--- config.mk ---
export PLATFORM = sky130hd
export DESIGN_NAME = trap_ctrl_flat
export DESIGN_NICKNAME = d
export VERILOG_FILES = /design/src/rtl/trap_ctrl_pkg.sv /design/src/rtl/trap_ctrl_if.sv /design/src/rtl/trap_ctrl_excp_prio_enc.sv /design/src/rtl/trap_ctrl.sv /design/src/flat_wrapper.sv
export SDC_FILE = /design/constraint.sdc
export NUM_CORES = 1
export LEC_CHECK = 0
export ABC_AREA = 1
export BUFFER_PORTS_ARGS = -buffer_cell sky130_fd_sc_hd__buf_2
export CORE_ASPECT_RATIO = 1.4
export CORE_MARGIN = 1.5
export CORE_UTILIZATION = 39
export CTS_BUF_LIST = sky130_fd_sc_hd__clkbuf_8
export DETAILED_ROUTE_END_ITERATION = 10
export HOLD_SLACK_MARGIN = 0.15
export PLACE_DENSITY = 0.78
export SKIP_CTS_REPAIR_TIMING = 1
export SLEW_MARGIN = 10
export SYNTH_ARGS = -nofsm -noshare
export SYNTH_HDL_FRONTEND = slang
export SYNTH_SLANG_ARGS = --single-unit
--- constraint.sdc ---
create_clock -name clk -period 2.8 [get_ports clk]
set_input_delay 0.14 -clock clk [delete_from_list [all_inputs] [get_ports clk]]
set_output_delay 0.14 -clock clk [all_outputs]
set_load 0.01 [all_outputs]
--- src/rtl/trap_ctrl_pkg.sv ---
// trap_ctrl_pkg: shared types and constants for the commit-boundary trap
// sequencer.
//   - exception flag bit indices; bit index is also the priority, 0 highest
//   - trap cause enum, ESTAT ecode/esubcode constants
//   - bad-address source select and sequencer state enums
package trap_ctrl_pkg;

    localparam int EXCP_W = 15;

    // Exception flag bit positions inside commit_excp.
    localparam int EXCP_ADEF   = 0;
    localparam int EXCP_TLBR_F = 1;
    localparam int EXCP_PIF    = 2;
    localparam int EXCP_PPI_F  = 3;
    localparam int EXCP_IPE    = 4;
    localparam int EXCP_INE    = 5;
    localparam int EXCP_SYS    = 6;
    localparam int EXCP_BRK    = 7;
    localparam int EXCP_ALE    = 8;
    localparam int EXCP_ADEM   = 9;
    localparam int EXCP_TLBR_M = 10;
    localparam int EXCP_PIL    = 11;
    localparam int EXCP_PIS    = 12;
    localparam int EXCP_PME    = 13;
    localparam int EXCP_PPI_M  = 14;

    // ESTAT.Ecode values.
    localparam logic [5:0] ECODE_INT  = 6'h00;
    localparam logic [5:0] ECODE_PIL  = 6'h01;
    localparam logic [5:0] ECODE_PIS  = 6'h02;
    localparam logic [5:0] ECODE_PIF  = 6'h03;
    localparam logic [5:0] ECODE_PME  = 6'h04;
    localparam logic [5:0] ECODE_PPI  = 6'h07;
    localparam logic [5:0] ECODE_ADE  = 6'h08;
    localparam logic [5:0] ECODE_ALE  = 6'h09;
    localparam logic [5:0] ECODE_SYS  = 6'h0B;
    localparam logic [5:0] ECODE_BRK  = 6'h0C;
    localparam logic [5:0] ECODE_INE  = 6'h0D;
    localparam logic [5:0] ECODE_IPE  = 6'h0E;
    localparam logic [5:0] ECODE_TLBR = 6'h3F;

    // ESTAT.EsubCode values (only ADE distinguishes fetch vs memory).
    localparam logic [8:0] ESUB_NONE = 9'd0;
    localparam logic [8:0] ESUB_ADEF = 9'd0;
    localparam logic [8:0] ESUB_ADEM = 9'd1;

    // CAUSE_NONE is the idle value so the cause output reads 0 outside TRAP.
    typedef enum logic [4:0] {
        CAUSE_NONE   = 5'd0,
        CAUSE_INT    = 5'd1,
        CAUSE_ADEF   = 5'd2,
        CAUSE_TLBR_F = 5'd3,
        CAUSE_PIF    = 5'd4,
        CAUSE_PPI_F  = 5'd5,
        CAUSE_IPE    = 5'd6,
        CAUSE_INE    = 5'd7,
        CAUSE_SYS    = 5'd8,
        CAUSE_BRK    = 5'd9,
        CAUSE_ALE    = 5'd10,
        CAUSE_ADEM   = 5'd11,
        CAUSE_TLBR_M = 5'd12,
        CAUSE_PIL    = 5'd13,
        CAUSE_PIS    = 5'd14,
        CAUSE_PME    = 5'd15,
        CAUSE_PPI_M  = 5'd16
    } trap_cause_t;

    // Source of the value written to BADV.
    typedef enum logic [1:0] {
        ADDR_ZERO = 2'd0,
        ADDR_PC   = 2'd1,
        ADDR_MEM  = 2'd2
    } addr_sel_t;

    typedef enum logic [2:0] {
        ST_RUN    = 3'd0,
        ST_TRAP   = 3'd1,
        ST_ERET   = 3'd2,
        ST_IDLE   = 3'd3,
        ST_RESUME = 3'd4
    } trap_state_t;

endpackage

--- src/rtl/trap_ctrl_if.sv ---
// trap_ctrl_if: commit-stage handshake bundle.
//   commit_valid / commit_ready : one-instruction transfer, valid & ready
//   commit_pc, commit_excp, commit_mem_addr, commit_ertn, commit_idle :
//       payload of the presented instruction
// master = commit stage, slave = trap sequencer.
interface trap_ctrl_if;
    import trap_ctrl_pkg::*;

    logic              commit_valid;
    logic              commit_ready;
    logic [31:0]       commit_pc;
    logic [EXCP_W-1:0] commit_excp;
    logic [31:0]       commit_mem_addr;
    logic              commit_ertn;
    logic              commit_idle;

    modport master (
        output commit_valid, commit_pc, commit_excp, commit_mem_addr,
               commit_ertn, commit_idle,
        input  commit_ready
    );

    modport slave (
        input  commit_valid, commit_pc, commit_excp, commit_mem_addr,
               commit_ertn, commit_idle,
        output commit_ready
    );

endinterface

--- src/rtl/trap_ctrl_excp_prio_enc.sv ---
// excp_prio_enc: combinational priority encoder for trap events.
//   excp_i      : 15 exception flags, bit 0 highest priority
//   int_take_i  : enabled interrupt pending (beats every exception)
//   valid_o     : some event selected
//   cause_o, ecode_o, esubcode_o : decoded cause
//   addr_sel_o  : BADV source for the selected event
module excp_prio_enc
    import trap_ctrl_pkg::*;
(
    input  logic [EXCP_W-1:0] excp_i,
    input  logic              int_take_i,
    output logic              valid_o,
    output trap_cause_t       cause_o,
    output logic [5:0]        ecode_o,
    output logic [8:0]        esubcode_o,
    output addr_sel_t         addr_sel_o
);

    // One-hot of the lowest set flag.
    logic [EXCP_W-1:0] first_hot;

    genvar gi;
    generate
        for (gi = 0; gi < EXCP_W; gi++) begin : g_first
            if (gi == 0) begin : g_lsb
                assign first_hot[gi] = excp_i[gi];
            end else begin : g_upper
                assign first_hot[gi] = excp_i[gi] & ~(|excp_i[gi-1:0]);
            end
        end
    endgenerate

    logic [3:0] idx;

    always_comb begin
        idx = 4'd0;
        for (int i = 0; i < EXCP_W; i++) begin
            if (first_hot[i]) idx = idx | i[3:0];
        end
    end

    always_comb begin
        valid_o    = 1'b0;
        cause_o    = CAUSE_NONE;
        ecode_o    = 6'd0;
        esubcode_o = ESUB_NONE;
        addr_sel_o = ADDR_ZERO;
        if (int_take_i) begin
            valid_o = 1'b1;
            cause_o = CAUSE_INT;
            ecode_o = ECODE_INT;
        end else if (|excp_i) begin
            valid_o = 1'b1;
            case (idx)
                4'd0:  begin cause_o = CAUSE_ADEF;   ecode_o = ECODE_ADE;  esubcode_o = ESUB_ADEF; addr_sel_o = ADDR_PC;  end
                4'd1:  begin cause_o = CAUSE_TLBR_F; ecode_o = ECODE_TLBR; addr_sel_o = ADDR_PC;  end
                4'd2:  begin cause_o = CAUSE_PIF;    ecode_o = ECODE_PIF;  addr_sel_o = ADDR_PC;  end
                4'd3:  begin cause_o = CAUSE_PPI_F;  ecode_o = ECODE_PPI;  addr_sel_o = ADDR_PC;  end
                4'd4:  begin cause_o = CAUSE_IPE;    ecode_o = ECODE_IPE;  end
                4'd5:  begin cause_o = CAUSE_INE;    ecode_o = ECODE_INE;  end
                4'd6:  begin cause_o = CAUSE_SYS;    ecode_o = ECODE_SYS;  end
                4'd7:  begin cause_o = CAUSE_BRK;    ecode_o = ECODE_BRK;  end
                4'd8:  begin cause_o = CAUSE_ALE;    ecode_o = ECODE_ALE;  addr_sel_o = ADDR_MEM; end
                4'd9:  begin cause_o = CAUSE_ADEM;   ecode_o = ECODE_ADE;  esubcode_o = ESUB_ADEM; addr_sel_o = ADDR_MEM; end
                4'd10: begin cause_o = CAUSE_TLBR_M; ecode_o = ECODE_TLBR; addr_sel_o = ADDR_MEM; end
                4'd11: begin cause_o = CAUSE_PIL;    ecode_o = ECODE_PIL;  addr_sel_o = ADDR_MEM; end
                4'd12: begin cause_o = CAUSE_PIS;    ecode_o = ECODE_PIS;  addr_sel_o = ADDR_MEM; end
                4'd13: begin cause_o = CAUSE_PME;    ecode_o = ECODE_PME;  addr_sel_o = ADDR_MEM; end
                default: begin cause_o = CAUSE_PPI_M; ecode_o = ECODE_PPI; addr_sel_o = ADDR_MEM; end
            endcase
        end
    end

endmodule

--- src/rtl/trap_ctrl.sv ---
// trap_ctrl: commit-boundary trap sequencer.
//   clk, rst            : clock, synchronous active-high reset
//   commit (slave)      : commit-stage handshake and instruction payload
//   crmd_ie, ecfg_lie, estat_is : interrupt enable / status from CSRs
//   eentry_va, tlbrentry_pa, era_pc : redirect targets
//   is_exception, exception_cause, ecode, esubcode, exception_pc,
//   exception_addr      : one-cycle CSR exception update
//   is_ertn             : one-cycle CSR restore pulse
//   flush, redirect_valid, redirect_pc : front-end flush/redirect
//   idle_stall          : pipeline frozen waiting for an interrupt
// Every output is a register loaded on the accept edge, so each event shows
// up exactly one cycle after the commit that caused it.
module trap_ctrl
    import trap_ctrl_pkg::*;
(
    input  logic         clk,
    input  logic         rst,
    trap_ctrl_if.slave   commit,
    input  logic         crmd_ie,
    input  logic [11:0]  ecfg_lie,
    input  logic [11:0]  estat_is,
    input  logic [31:0]  eentry_va,
    input  logic [31:0]  tlbrentry_pa,
    input  logic [31:0]  era_pc,
    output logic         is_exception,
    output trap_cause_t  exception_cause,
    output logic [5:0]   ecode,
    output logic [8:0]   esubcode,
    output logic [31:0]  exception_pc,
    output logic [31:0]  exception_addr,
    output logic         is_ertn,
    output logic         flush,
    output logic         redirect_valid,
    output logic [31:0]  redirect_pc,
    output logic         idle_stall
);

    logic int_pend;
    logic int_take;
    logic accept;

    assign int_pend = |(ecfg_lie & estat_is);
    assign int_take = int_pend & crmd_ie;

    logic        enc_valid;
    trap_cause_t enc_cause;
    logic [5:0]  enc_ecode;
    logic [8:0]  enc_esub;
    addr_sel_t   enc_sel;

    excp_prio_enc u_prio (
        .excp_i     (commit.commit_excp),
        .int_take_i (int_take),
        .valid_o    (enc_valid),
        .cause_o    (enc_cause),
        .ecode_o    (enc_ecode),
        .esubcode_o (enc_esub),
        .addr_sel_o (enc_sel)
    );

    trap_state_t state_q, state_d;
    logic        ready_q, ready_d;
    logic        is_exc_q, is_exc_d;
    trap_cause_t cause_q, cause_d;
    logic [5:0]  ecode_q, ecode_d;
    logic [8:0]  esub_q, esub_d;
    logic [31:0] epc_q, epc_d;
    logic [31:0] eaddr_q, eaddr_d;
    logic        is_ertn_q, is_ertn_d;
    logic        flush_q, flush_d;
    logic        rvalid_q, rvalid_d;
    logic [31:0] rpc_q, rpc_d;
    logic        stall_q, stall_d;
    logic [31:0] idle_pc4_q, idle_pc4_d;

    // commit_ready is a register that is 1 exactly in RUN.
    assign accept = commit.commit_valid & ready_q;

    always_ff @(posedge clk) begin
        if (rst) begin
            state_q    <= ST_RUN;
            ready_q    <= 1'b1;
            is_exc_q   <= 1'b0;
            cause_q    <= CAUSE_NONE;
            ecode_q    <= 6'd0;
            esub_q     <= 9'd0;
            epc_q      <= 32'd0;
            eaddr_q    <= 32'd0;
            is_ertn_q  <= 1'b0;
            flush_q    <= 1'b0;
            rvalid_q   <= 1'b0;
            rpc_q      <= 32'd0;
            stall_q    <= 1'b0;
            idle_pc4_q <= 32'd0;
        end else begin
            state_q    <= state_d;
            ready_q    <= ready_d;
            is_exc_q   <= is_exc_d;
            cause_q    <= cause_d;
            ecode_q    <= ecode_d;
            esub_q     <= esub_d;
            epc_q      <= epc_d;
            eaddr_q    <= eaddr_d;
            is_ertn_q  <= is_ertn_d;
            flush_q    <= flush_d;
            rvalid_q   <= rvalid_d;
            rpc_q      <= rpc_d;
            stall_q    <= stall_d;
            idle_pc4_q <= idle_pc4_d;
        end
    end

    always_comb begin
        state_d    = state_q;
        ready_d    = 1'b0;
        is_exc_d   = 1'b0;
        cause_d    = CAUSE_NONE;
        ecode_d    = 6'd0;
        esub_d     = 9'd0;
        epc_d      = 32'd0;
        eaddr_d    = 32'd0;
        is_ertn_d  = 1'b0;
        flush_d    = 1'b0;
        rvalid_d   = 1'b0;
        rpc_d      = 32'd0;
        stall_d    = 1'b0;
        idle_pc4_d = idle_pc4_q;

        case (state_q)
            ST_RUN: begin
                ready_d = 1'b1;
                if (accept) begin
                    if (enc_valid) begin
                        state_d  = ST_TRAP;
                        ready_d  = 1'b0;
                        is_exc_d = 1'b1;
                        flush_d  = 1'b1;
                        rvalid_d = 1'b1;
                        cause_d  = enc_cause;
                        ecode_d  = enc_ecode;
                        esub_d   = enc_esub;
                        epc_d    = commit.commit_pc;
                        case (enc_sel)
                            ADDR_PC:  eaddr_d = commit.commit_pc;
                            ADDR_MEM: eaddr_d = commit.commit_mem_addr;
                            default:  eaddr_d = 32'd0;
                        endcase
                        rpc_d = (enc_ecode == ECODE_TLBR) ? tlbrentry_pa : eentry_va;
                    end else if (commit.commit_ertn) begin
                        state_d   = ST_ERET;
                        ready_d   = 1'b0;
                        is_ertn_d = 1'b1;
                        flush_d   = 1'b1;
                        rvalid_d  = 1'b1;
                        rpc_d     = era_pc;
                    end else if (commit.commit_idle) begin
                        state_d    = ST_IDLE;
                        ready_d    = 1'b0;
                        stall_d    = 1'b1;
                        idle_pc4_d = commit.commit_pc + 32'd4;
                    end
                end
            end

            ST_IDLE: begin
                // Wake on any pending interrupt; only take it if enabled,
                // otherwise just resume after the idle instruction.
                if (int_pend) begin
                    flush_d  = 1'b1;
                    rvalid_d = 1'b1;
                    if (crmd_ie) begin
                        state_d  = ST_TRAP;
                        is_exc_d = 1'b1;
                        cause_d  = CAUSE_INT;
                        ecode_d  = ECODE_INT;
                        epc_d    = idle_pc4_q;
                        rpc_d    = eentry_va;
                    end else begin
                        state_d = ST_RESUME;
                        rpc_d   = idle_pc4_q;
                    end
                end else begin
                    stall_d = 1'b1;
                end
            end

            ST_TRAP, ST_ERET, ST_RESUME: begin
                state_d = ST_RUN;
                ready_d = 1'b1;
            end

            default: begin
                state_d = ST_RUN;
                ready_d = 1'b1;
            end
        endcase
    end

    assign commit.commit_ready = ready_q;
    assign is_exception        = is_exc_q;
    assign exception_cause     = cause_q;
    assign ecode               = ecode_q;
    assign esubcode            = esub_q;
    assign exception_pc        = epc_q;
    assign exception_addr      = eaddr_q;
    assign is_ertn             = is_ertn_q;
    assign flush               = flush_q;
    assign redirect_valid      = rvalid_q;
    assign redirect_pc         = rpc_q;
    assign idle_stall          = stall_q;

endmodule

--- src/flat_wrapper.sv ---
// flat-port wrapper written by rule: the top's interface ports become plain ports
module trap_ctrl_flat import trap_ctrl_pkg::*;
  (clk, rst, crmd_ie, ecfg_lie, estat_is, eentry_va, tlbrentry_pa, era_pc, is_exception, exception_cause, ecode, esubcode, exception_pc, exception_addr, is_ertn, flush, redirect_valid, redirect_pc, idle_stall, commit_commit_valid, commit_commit_pc, commit_commit_excp, commit_commit_mem_addr, commit_commit_ertn, commit_commit_idle, commit_commit_ready);
  trap_ctrl_if commit_i ();
  input  logic clk;
  input  logic rst;
  input  logic crmd_ie;
  input  logic [11:0] ecfg_lie;
  input  logic [11:0] estat_is;
  input  logic [31:0] eentry_va;
  input  logic [31:0] tlbrentry_pa;
  input  logic [31:0] era_pc;
  output logic is_exception;
  output trap_cause_t exception_cause;
  output logic [5:0] ecode;
  output logic [8:0] esubcode;
  output logic [31:0] exception_pc;
  output logic [31:0] exception_addr;
  output logic is_ertn;
  output logic flush;
  output logic redirect_valid;
  output logic [31:0] redirect_pc;
  output logic idle_stall;
  input wire logic [$bits(commit_i.commit_valid)-1:0] commit_commit_valid;
  input wire logic [$bits(commit_i.commit_pc)-1:0] commit_commit_pc;
  input wire logic [$bits(commit_i.commit_excp)-1:0] commit_commit_excp;
  input wire logic [$bits(commit_i.commit_mem_addr)-1:0] commit_commit_mem_addr;
  input wire logic [$bits(commit_i.commit_ertn)-1:0] commit_commit_ertn;
  input wire logic [$bits(commit_i.commit_idle)-1:0] commit_commit_idle;
  output wire logic [$bits(commit_i.commit_ready)-1:0] commit_commit_ready;
  assign commit_i.commit_valid = commit_commit_valid;
  assign commit_i.commit_pc = commit_commit_pc;
  assign commit_i.commit_excp = commit_commit_excp;
  assign commit_i.commit_mem_addr = commit_commit_mem_addr;
  assign commit_i.commit_ertn = commit_commit_ertn;
  assign commit_i.commit_idle = commit_commit_idle;
  assign commit_commit_ready = commit_i.commit_ready;
  trap_ctrl u_core (.clk(clk), .rst(rst), .commit(commit_i), .crmd_ie(crmd_ie), .ecfg_lie(ecfg_lie), .estat_is(estat_is), .eentry_va(eentry_va), .tlbrentry_pa(tlbrentry_pa), .era_pc(era_pc), .is_exception(is_exception), .exception_cause(exception_cause), .ecode(ecode), .esubcode(esubcode), .exception_pc(exception_pc), .exception_addr(exception_addr), .is_ertn(is_ertn), .flush(flush), .redirect_valid(redirect_valid), .redirect_pc(redirect_pc), .idle_stall(idle_stall));
endmodule
After elaboration in Yosys (flattened, before gate mapping):

Index checks and enable logic that the tools add are counted.

* register bits: 156
* bits of input ports: 205
* output and inout port bits: 122
* word-level logic and storage cells: 168

* $add $sub $neg: 1
* equal/unequal tests: 20
* multiplexer cells: 72
* bitwise operators: 36
* reductions and logical operators: 26

Operators with widths (number)
* 32-bit 2-to-1 mux: 10
* 32-bit one-hot mux with 2 select lines: 3
* 5-bit one-hot mux with 14 select lines: 1
* 6-bit one-hot mux with 11 select lines: 1
* 32-bit by 3-bit adder with 32-bit output (second input constant): 1
* 3-bit 2-to-1 mux: 10
* 4-bit 2-to-1 mux: 7
* 5-bit 2-to-1 mux: 5
* 4-bit equality test (second input constant): 6
* 12-bit OR reduction: 2
* 1-bit 2-to-1 mux: 22
* 4-bit OR reduction: 5
* 1-bit inverter: 19
* 1-bit bitwise AND: 16
* 4-bit by 3-bit equality test with 1-bit output (second input constant): 4
* 15-bit OR reduction: 1
* 14-bit OR reduction: 1
* 13-bit OR reduction: 1
* 12-bit bitwise AND: 1
* 6-bit 2-to-1 mux: 2
* 6-bit OR reduction: 2
* 11-bit OR reduction: 1
* 5-bit one-hot mux with 2 select lines: 1
* 10-bit OR reduction: 1
* other kinds (22): 32

Logic depth before layout (Yosys ltp):

* depth after elaboration: 26
* depth in mapped cells: 12

Cells and area by module:

Synthesis repeated with hierarchy kept, for this count alone.

* cells, all modules: 1333
* area total of the unflattened synthesis: 8424.3 um^2

By module, submodules not included
* trap_ctrl: times used 1, cells each 1220, area each 7778.7 um^2, seq. area each 3123.0 um^2
* excp_prio_enc: times used 1, cells each 113, area each 645.6 um^2, seq. area each 0.0 um^2

Worst setup path before layout:

OpenSTA, ideal clock, no wires.

* path type: input port to flip-flop
* start point: input port commit_commit_excp[1]
* end point: register u_core.eaddr_q[10], in the netlist u_core.exception_addr[10]
* library setup time: 0.135 ns
* arrival: 1.662 ns
* required time: 2.665 ns
* setup slack: 1.003 ns
* stages on the path: 10
* path buffers: 2
* cell sequence: nor2_2 -> nand2_2 -> nor2_2 -> buf_2 -> nand2_1 -> nor2_1 -> inv_1 -> ha_1 -> clkbuf_1 -> a211oi_1

* cells in the longest elaborated chain, start to end: 23

Ends and longest elaborated chain
* start: declaration: line flat_wrapper.sv:26 `input wire logic [$bits(commit_i.commit_excp)-1:0] commit_commit_excp;`
* 2-bit OR reduction: line trap_ctrl_excp_prio_enc.sv:28 `assign first_hot[gi] = excp_i[gi] & ~(|excp_i[gi-1:0]);`
* 1-bit inverter: line trap_ctrl_excp_prio_enc.sv:28
* 1-bit bitwise AND: line trap_ctrl_excp_prio_enc.sv:28
* 2-bit 2-to-1 mux (2 in a row): line trap_ctrl_excp_prio_enc.sv:38 `if (first_hot[i]) idx = idx | i[3:0];`
* 3-bit 2-to-1 mux (4 in a row): line trap_ctrl_excp_prio_enc.sv:38
* 4-bit 2-to-1 mux (7 in a row): line trap_ctrl_excp_prio_enc.sv:38
* 4-bit by 3-bit equality test with 1-bit output, or another cell as far along: line trap_ctrl_excp_prio_enc.sv:54 `case (idx)`
* 4-bit OR reduction (no source line)
* 2-bit one-hot mux with 2 select lines: line trap_ctrl_excp_prio_enc.sv:54
* 2-bit 2-to-1 mux: line trap_ctrl_excp_prio_enc.sv:52 `end else if (|excp_i) begin`
* 2-bit 2-to-1 mux: line trap_ctrl_excp_prio_enc.sv:48 `if (int_take_i) begin`
* 2-bit equality test or 2-bit by 1-bit equality test with 1-bit output (tied branches): line trap_ctrl.sv:143 `case (enc_sel)`
* 32-bit one-hot mux with 2 select lines: line trap_ctrl.sv:143
* end signal: assignment: line trap_ctrl.sv:103 `eaddr_q <= eaddr_d;`
* end: declaration: line trap_ctrl.sv:68 `logic [31:0] eaddr_q, eaddr_d;`

Parallel ways exist; a longest one is shown, timed or not.
A chain may end at the register's enable or synchronous reset.

Worst setup path after layout:

* start point: input port estat_is[4]
* end point: register u_core.eaddr_q[28], in the netlist u_core.exception_addr[28]

* cells in the longest elaborated chain, start to end: 6

Ends and longest elaborated chain
* start: declaration: line flat_wrapper.sv:9 `input logic [11:0] estat_is;`
* 12-bit bitwise AND *: line trap_ctrl.sv:42 `assign int_pend = |(ecfg_lie & estat_is);`
* 12-bit OR reduction *: line trap_ctrl.sv:42
* 1-bit bitwise AND *: line trap_ctrl.sv:43 `assign int_take = int_pend & crmd_ie;`
* 2-bit 2-to-1 mux or 1-bit 2-to-1 mux (tied branches): line trap_ctrl_excp_prio_enc.sv:48
* 2-bit equality test, or another cell as far along: line trap_ctrl.sv:143
* 32-bit one-hot mux with 2 select lines or 4-bit OR reduction (tied branches)

Every way passes the cells marked *; elsewhere a longest branch is shown, timed or not.

==> impl_metrics.ini <==
[outcome]
run_status = complete, no violations

[worst_setup_path]
end_kind = flip-flop
crit_fanout = 32
cp_cell_sequence = buf_2, nand2_1, nand2_1, nor2_1, nand3_1, nand2_2, inv_1, nor2_1, ha_1, nand2_1, a211oi_1, dlygate4sd3_1
arrival_ps = 3180
worst-setup-path-type = primary input to flip-flop
required_ps = 3220
worst_path_max_delay_cell = ha_1
cpPeakStageDelay_ps = 980
cp_top_family = adder cells
crit_top_cell = nand2_1
crit_buf_inv = 3
startpoint_type = primary input

[timing]
setup_slack_ps = 45.6
max-slew-margin-rel_pct = 21.7
drv_slew = 0
final_hold_viol_count = 0
timing.fmax_ghz = 0.363
clock_skew_ps = 17.3
setup_violations = 0
min_period_ps = 2750
fin_crit_sh_pct = 98.4
final.setup.tns_ps = 0
worst_slew_pin_slew_ps = 1170

[global_routing]
antenna_found_initial = 0
grt_pass1_wl_um = 42900
grt_pass1_vias = 8433
grt_start_max_net_pins = 68
grt_overflow = 0
grt_usage_pct = 26.6

[synthesis]
synth.most_common_cell = nand2_1
synth_warnings = 0
yosys_most_used_dff = dfxtp_1
synth_edf_count = 0
synth_area_mm2 = 0.00787
yosysUniqueCellTypes = 37
yosysSeqAreaShare_pct = 37.4
synth_top_area_cell = dfxtp_1
synthArstFlopShare_pct = 0
yosys_register_bits = 147
syn-mean-instance-area_um2 = 6.42
ys_top_cells_by_count = nand2_1 (347), nor2_1 (186), inv_1 (159), dfxtp_1 (147), o21ai_0 (65)
synthTopCellsByArea = dfxtp_1 (37%), nand2_1 (17%), nor2_1 (8.9%), inv_1 (7.6%), o21ai_0 (4.1%)
synth_top_area_share_pct = 37.4
syn_inst = 1226

[clock_network]
tritoncts = built
worstSkewPairLatency_ps = 470
clk_pin_slew_worst_paths_ps = 90
cts_max_level = 4
root_buffer = clkbuf_8
cts.sinks = 147
numCtsBuffers = 17
cts_max_path_buffers = 2

[drt]
wl_um = 31700
detail_route.iter0.violations = 848
wire_per_inst_um = 16.4
vias = 9810
drtAntennaViolNets = 0
dr.pass1.iters = 5
drcViolationCount = 0
viasPerCell = 5.06

[power_and_ir_drop]
switching_share_pct = 31.3
leakage_nw = 5.99
pwr-share-comb_pct = 19.7
max-vdd-ir-drop_v = 0.000409
p_seq_share_pct = 47.1
power.density_mw_per_mm2 = 400
p_clk_share_pct = 33.3
intPower_mw = 3.16
p_switching_mw = 1.44

[layout]
nets = 1881
antenna_cells = 0
area_growth_pct = 45.9
drive_gt1_share_pct = 23.0

[flow_run]
maxCapViolations = 0

[die]
die_w_um = 123
start_util_pct = 39.7
io_pins = 327
die_area_mm2 = 0.0211
fp.coreArea_mm2 = 0.0198
rows = 61
die_y_um = 171

[worst_hold_path]
hold_class = primary input to flip-flop

[place]
dp_hpwl_um = 21800
routabilityCongestion = 0.918
portBuffers = 318
post-place-ws_ps = 323
-- final timing paths --
kind                                                   to  depth (start not counted)  slack [ps]             startpoint
worst max-delay path            u_core.exception_addr[28]                         12          50            estat_is[4]
worst min-delay path                u_core.redirect_pc[4]                          7         110           eentry_va[4]
worst max register to register     u_core.redirect_pc[16]                          9         130      u_core.state_q[0]
worst min register to register      u_core.idle_pc4_q[14]                          2         490  u_core.idle_pc4_q[14]
-- state kept, by name (all words and copies together), names as in the netlist, 3 cells and up --
register                count
u_core.exception_pc        32
u_core.idle_pc4_q          32
u_core.exception_cause      5
u_core.exception_addr      32
u_core.state_q              3
u_core.ecode                5
u_core.redirect_pc         32
-- cell type report --
cell class,count,area (um2)
clock buffer,17,234
tap,252,315
fill,1809,8360
sequential,147,2940
timing repair buffer,486,3250
multi-input combinational,855,4010
clock inverter,14,109
inverter,166,623
-- power by group through the flow --
stage | sequential, mW | combinational [mW] | clock [mW]
6_report | 2.17 | 0.905 | 1.53
5_1_grt | 2.17 | 0.985 | 1.64
4_1_cts | 2.16 | 0.736 | 1.54
3_5_place_dp | 2.21 | 0.732 | 0
3_3_place_gp | 2.21 | 0.726 | 0
2_1_floorplan | 2.24 | 0.361 | 0
-- worst reg2reg max path, stage by stage, from the launching register on --
cell	delay (ps)
dfxtp_1	330
nor3_1	280
nand2_2	220
a21oi_4	360
nand2_2	190
buf_4	280
nor2_1	160
o21ai_0	120
dlygate4sd3_1	590
nand2_1	90
-- cell families (layout without fill, tap and decap cells) --
logic type	after synthesis	count (layout)	share of synthesized area, %
buf+inv	231	683	12.0
flops	147	147	37.4
fa+ha+maj	3	3	0.477
other cells	1	8	0.0476
compound gates	165	165	12.2
xor+xnor	23	23	2.56
simple gates	656	656	35.3
-- cells in the final DEF (no fill, tap or decap), drive strengths merged --
master / netlist / layout
ha: 3 / 3
conb: 1 / 8
nand3b: 25 / 25
nand4: 16 / 16
xor2: 23 / 23
o21bai: 1 / 1
nor2: 195 / 195
a21oi: 23 / 23
and2: 1 / 1
buf: 34 / 331
nand2: 356 / 356
nand3: 42 / 42
clkbuf: 31 / 17
nor3b: 2 / 2
nor3: 17 / 17
o21ai: 79 / 79
clkinv: 2 / 5
a21boi: 1 / 1
nor4: 1 / 1
or2: 1 / 1
dlygate4sd3: 0 / 155
clkinvlp: 0 / 6
inv: 164 / 169
a211oi: 32 / 32
o22ai: 25 / 25
dfxtp: 147 / 147
o211ai: 4 / 4
-- stage by stage --
step	util (%)	area (um2)	hold slack (ps)	std cells	power [mW]
6_report	57.9	11500	111	1937	4.60
5_1_grt	57.9	11500	151	1937	4.80
4_1_cts	50.1	9940	-120	1782	4.44
3_5_place_dp	48.3	9590	376	1751	2.95
3_3_place_gp	48.3	9590	379	1751	2.94
2_1_floorplan	-	7900	227	1233	2.61
-- per-layer routing --
metal | share of wire [%] | GRT usage, % | vias to the layer above
li1 | - | - | 4717
met3 | 6.9 | 4.13 | 121
met5 | 0 | 0 | -
met2 | 50 | 47.3 | 482
met1 | 38 | 30.9 | 4490
met4 | 4.6 | 12.1 | 0
Power figures use the tool's default switching activity.
